--- config.mk ---
export PLATFORM = sky130hd
export DESIGN_NAME = gray_counter_n
export DESIGN_NICKNAME = d
export VERILOG_FILES = /design/src/rtl/gray_pkg.sv /design/src/rtl/gray2bin_n.sv /design/src/rtl/gray_counter_n.sv
export SDC_FILE = /design/constraint.sdc
export NUM_CORES = 1
export LEC_CHECK = 0
export ABC_AREA = 1
export BUFFER_PORTS_ARGS = -buffer_cell sky130_fd_sc_hd__buf_4
export CORE_AREA = 2 2 39 41
export DETAILED_ROUTE_END_ITERATION = 12
export DIE_AREA = 0 0 41 43
export GPL_TIMING_DRIVEN = 0
export HOLD_SLACK_MARGIN = 0.06
export SYNTH_ARGS = -nofsm -noshare
export SYNTH_HDL_FRONTEND = slang
export SYNTH_SLANG_ARGS = --single-unit
--- constraint.sdc ---
create_clock -name Clk -period 2.8 [get_ports Clk]
set_input_delay 0.56 -clock Clk [delete_from_list [all_inputs] [get_ports Clk]]
set_output_delay 0.56 -clock Clk [all_outputs]
set_load 0.02 [all_outputs]
--- src/rtl/gray_pkg.sv ---
// Shared Gray-code helpers for counters and FIFO pointer logic.
// Operands are GRAY_MAX_WIDTH wide; narrower values are zero-extended, which leaves both transforms exact.
package gray_pkg;

  localparam int unsigned GRAY_MAX_WIDTH = 16;

  typedef logic [GRAY_MAX_WIDTH-1:0] gray_word_t;

  function automatic gray_word_t bin2gray(input gray_word_t b);
    return b ^ (b >> 1);
  endfunction

  // Prefix XOR from the MSB down, built by log2 doubling steps.
  function automatic gray_word_t gray2bin(input gray_word_t g);
    gray_word_t b;
    b = g;
    for (int unsigned s = 1; s < GRAY_MAX_WIDTH; s = s << 1) begin
      b = b ^ (b >> s);
    end
    return b;
  endfunction

endpackage

--- src/rtl/gray2bin_n.sv ---
// Combinational Gray-to-binary converter; each binary bit is the XOR of all Gray bits at or above it.
module gray2bin_n #(
  parameter int unsigned WIDTH = 3
) (
  input  logic [WIDTH-1:0] gray,
  output logic [WIDTH-1:0] bin
);

  always_comb begin
    bin = '0;
    for (int i = 0; i < WIDTH; i++) begin
      bin[i] = ^(gray >> i);
    end
  end

endmodule

--- src/rtl/gray_counter_n.sv ---
// Parametrised Gray-code counter with load, clear, sticky wrap flags and a binary shadow output.
// Down-counting and Underflow exist only when GRAY_DOWN_EN is defined; otherwise Dir is ignored.
module gray_counter_n
  import gray_pkg::*;
#(
  parameter int unsigned WIDTH     = 3,
  parameter int unsigned RESET_VAL = 0
) (
  input  logic             Clk,
  input  logic             Reset_n,
  input  logic             En,
  input  logic             Dir,
  input  logic             Load,
  input  logic [WIDTH-1:0] LoadVal,
  input  logic             Clear,
  output logic [WIDTH-1:0] Output,
  output logic [WIDTH-1:0] Binary,
  output logic             Overflow,
  output logic             Underflow,
  output logic             Wrap
);

  localparam logic [WIDTH-1:0] RST_BIN  = WIDTH'(RESET_VAL);
  localparam logic [WIDTH-1:0] RST_GRAY = WIDTH'(bin2gray(GRAY_MAX_WIDTH'(RESET_VAL)));
  localparam logic [WIDTH-1:0] ONE      = WIDTH'(1);
  localparam logic [WIDTH-1:0] MAX_BIN  = '1;

  logic [WIDTH-1:0] bin_q, bin_d, gray_q, load_bin;
  logic             ovf_q, ovf_d, wrap_q, wrap_d;

  gray2bin_n #(.WIDTH(WIDTH)) u_load_conv (
    .gray (LoadVal),
    .bin  (load_bin)
  );

`ifdef GRAY_DOWN_EN
  logic unf_q, unf_d;
`else
  logic unused_dir;
  assign unused_dir = Dir;
`endif

  // Next index and flags; priority Clear > Load > En.
  always_comb begin
    bin_d  = bin_q;
    ovf_d  = ovf_q;
    wrap_d = 1'b0;
`ifdef GRAY_DOWN_EN
    unf_d  = unf_q;
`endif
    if (Clear) begin
      bin_d = RST_BIN;
      ovf_d = 1'b0;
`ifdef GRAY_DOWN_EN
      unf_d = 1'b0;
`endif
    end else if (Load) begin
      bin_d = load_bin;
    end else if (En) begin
`ifdef GRAY_DOWN_EN
      if (!Dir) begin
        bin_d = bin_q - ONE;
        if (bin_q == '0) begin
          unf_d  = 1'b1;
          wrap_d = 1'b1;
        end
      end else
`endif
      begin
        bin_d = bin_q + ONE;
        if (bin_q == MAX_BIN) begin
          ovf_d  = 1'b1;
          wrap_d = 1'b1;
        end
      end
    end
  end

  // Gray output is registered from the next binary index so both outputs change together.
  always_ff @(posedge Clk or negedge Reset_n) begin
    if (!Reset_n) begin
      bin_q  <= RST_BIN;
      gray_q <= RST_GRAY;
      ovf_q  <= 1'b0;
      wrap_q <= 1'b0;
    end else begin
      bin_q  <= bin_d;
      gray_q <= WIDTH'(bin2gray(GRAY_MAX_WIDTH'(bin_d)));
      ovf_q  <= ovf_d;
      wrap_q <= wrap_d;
    end
  end

`ifdef GRAY_DOWN_EN
  always_ff @(posedge Clk or negedge Reset_n) begin
    if (!Reset_n) begin
      unf_q <= 1'b0;
    end else begin
      unf_q <= unf_d;
    end
  end

  assign Underflow = unf_q;
`else
  assign Underflow = 1'b0;
`endif

  assign Output   = gray_q;
  assign Binary   = bin_q;
  assign Overflow = ovf_q;
  assign Wrap     = wrap_q;

endmodule

==> impl_metrics.json <==
{
  "timing.fmax_ghz": 0.668,
  "ys_ff_latch": 7,
  "setup_tns_ps": 0,
  "routed_wl_um": 780,
  "synthesis.area_sq_um": 417,
  "drt_first_iter_violations": 8,
  "seqPwrFrac": 0.407,
  "ys_seq_area_frac": 0.420,
  "ys_warn_count": 0,
  "total_power_mw": 0.281,
  "clkLatencyLatePin_ps": 250,
  "finalMaxSlewViolations": 0,
  "min_path_type": "input pin to async pin",
  "start_util": 0.301,
  "path_max_fanout": 4,
  "dp.cells": 86,
  "drt-pass1-iter-count": 4,
  "cts-root-buf": "clkbuf_4",
  "first_global_vias": 367,
  "drt-wirelength-per-cell_um": 8.67,
  "hpwlAfterDp_um": 629,
  "grt_usage": 0.125,
  "crit_required_ps": 2240,
  "overflow": 0,
  "reg2regPathDepth": 9,
  "fp.dieArea_sq_um": 1760,
  "criticalPathCategory": "flop to output pin",
  "grt_max_degree": 8,
  "clkSinkCount": 7,
  "syn-num-nets": 66,
  "setup_viol": 0,
  "holdWs_ps": 111,
  "skew_ps": 0.781,
  "drive_gt1_frac": 0.351,
  "vias": 380,
  "antenna_found_initial": 0,
  "num_io_pins": 18,
  "vias_per_cell": 4.22,
  "cts_tree": "yes",
  "row_count": 14,
  "comb_power_share": 0.270,
  "core_sq_um": 1380,
  "cts-buffers-inserted": 3,
  "post_cts_buffers": 0,
  "cp.arrival_ps": 940,
  "rsz0062_at_grt": "false",
  "p_clk_frac": 0.323,
  "clockBufferDepth": 2,
  "path_clk_slew_ps": 50,
  "fin_crit_sh": 0.535,
  "period_needed_ps": 1500,
  "internal_power_mw": 0.197,
  "fin_nets": 86,
  "max-vdd-ir-drop_v": 0.000340,
  "drt.antenna.violating_nets": 0,
  "synthCells": 55,
  "cap_viol_max_count": 0,
  "instances_no_fill": 90,
  "hold_viol": 0,
  "power_leakage_nw": 0.355,
  "h-tree-depth": 1,
  "grt_pass1_wl_mm": 1.49,
  "syn_to_final_growth_pct": 38.1,
  "portBuffers": 15,
  "syn_avg_cell_area_sq_um": 7.58,
  "num-fill-cells": 149,
  "setup.worst_path.start_class": "flop",
  "net-switching-power_mw": 0.0841,
  "drcViolationCount": 0,
  "gp_congestion": 0.758,
  "hold_buffers": 0,
  "end_kind": "output pin",
  "die_width_um": 41,
  "swShare": 0.299,
  "power_density_nw_per_um2": 488,
  "cts_resized": 0,
  "antenna_cells": 0,
  "die_h_um": 43,
  "status": "finished clean",
  "ys_types": 14
}
[stage by stage]
stage          worst slack (ps)   util  area (sq um)
2_1_floorplan              1340      -           417
3_3_place_gp               1350  0.397           549
3_5_place_dp               1310  0.397           549
4_1_cts                    1290  0.416           576
5_1_grt                    1200  0.416           576
6_report                   1300  0.416           576
[cell families (layout without fill, tap and decap cells)]
group | count (synthesis) | after routing | synth area share
fa+ha+maj | 2 | 2 | 0.0601
other cells | 1 | 1 | 0.00900
simple gates | 30 | 30 | 0.342
compound gates | 2 | 2 | 0.0330
flops | 7 | 7 | 0.420
buf+inv | 13 | 32 | 0.135
[worst paths after layout]
path	start	end	slack [ps]
max	Binary[2]$_DFF_PN0_	Output[2]	1300
min	Reset_n	Output[1]$_DFF_PN0_	110
max reg2reg	Binary[0]$_DFF_PN0_	Output[1]$_DFF_PN0_	1330
min reg2reg	Overflow$_DFFE_PN0P_	Overflow$_DFFE_PN0P_	480
max in group asynchronous	Reset_n	Wrap$_DFF_PN0_	2570
min in group Clk	Overflow$_DFFE_PN0P_	Overflow$_DFFE_PN0P_	480
[layout by cell type (no fill, tap or decap)]
cell      count
a21oi_2       1
buf_4        17
clkbuf_1      1
clkbuf_4      3
conb_1        1
dfrtp_1       7
ha_1          2
inv_1        10
inv_2         1
nand2_1      18
nand2_2       2
nand3_1       6
nand3_2       2
nand4_1       1
o21ai_1       1
or2_1         1
[power groups by stage]
stage	Sequential (mW)	Combinational, mW	Clock (mW)
6_report	0.115	0.0758	0.0908
5_1_grt	0.116	0.0864	0.103
4_1_cts	0.115	0.0766	0.0938
3_5_place_dp	0.116	0.0765	0
3_3_place_gp	0.116	0.0756	0
2_1_floorplan	0.126	0.0343	0
[synth_stat cells]
master	count	share of area
nand2_2	2	0.030
ha_1	2	0.060
nand3_1	6	0.072
inv_1	10	0.090
or2_1	1	0.015
inv_2	1	0.0090
o21ai_1	1	0.012
nand3_2	2	0.048
a21oi_2	1	0.021
buf_4	2	0.036
dfrtp_1	7	0.42
conb_1	1	0.0090
nand2_1	18	0.16
nand4_1	1	0.015
[sequential cells by signal, summed over array words and instances (netlist names)]
signal	flops
Binary	3
Output	2
Overflow	1
Wrap	1
[area by class of cell]
type | count | area, sq um | area share
Buffer | 2 | 15.0 | 0.0261
Clock buffer | 4 | 26.3 | 0.0457
Inverter | 11 | 41.3 | 0.0717
Multi-Input combinational cell | 35 | 185 | 0.322
Sequential cell | 7 | 175 | 0.304
Tap cell | 16 | 20.0 | 0.0348
Timing Repair Buffer | 15 | 113 | 0.196
[worst max-delay path: stages, from the launching register on]
cell and delay, ps:
dfrtp_1 410, buf_4 140, buf_4 140
[per-layer routing]
| metal | global-route usage | vias up | part of all wire |
|---|---|---|---|
| met1 | 0.157 | 167 | 0.43 |
| li1 | - | 201 | - |
| met3 | 0.0785 | 0 | 0.067 |
| met4 | 0.0200 | 0 | 0 |
| met2 | 0.181 | 12 | 0.50 |
| met5 | 0 | - | 0 |
No activity file was read; power rests on OpenSTA's default activity.
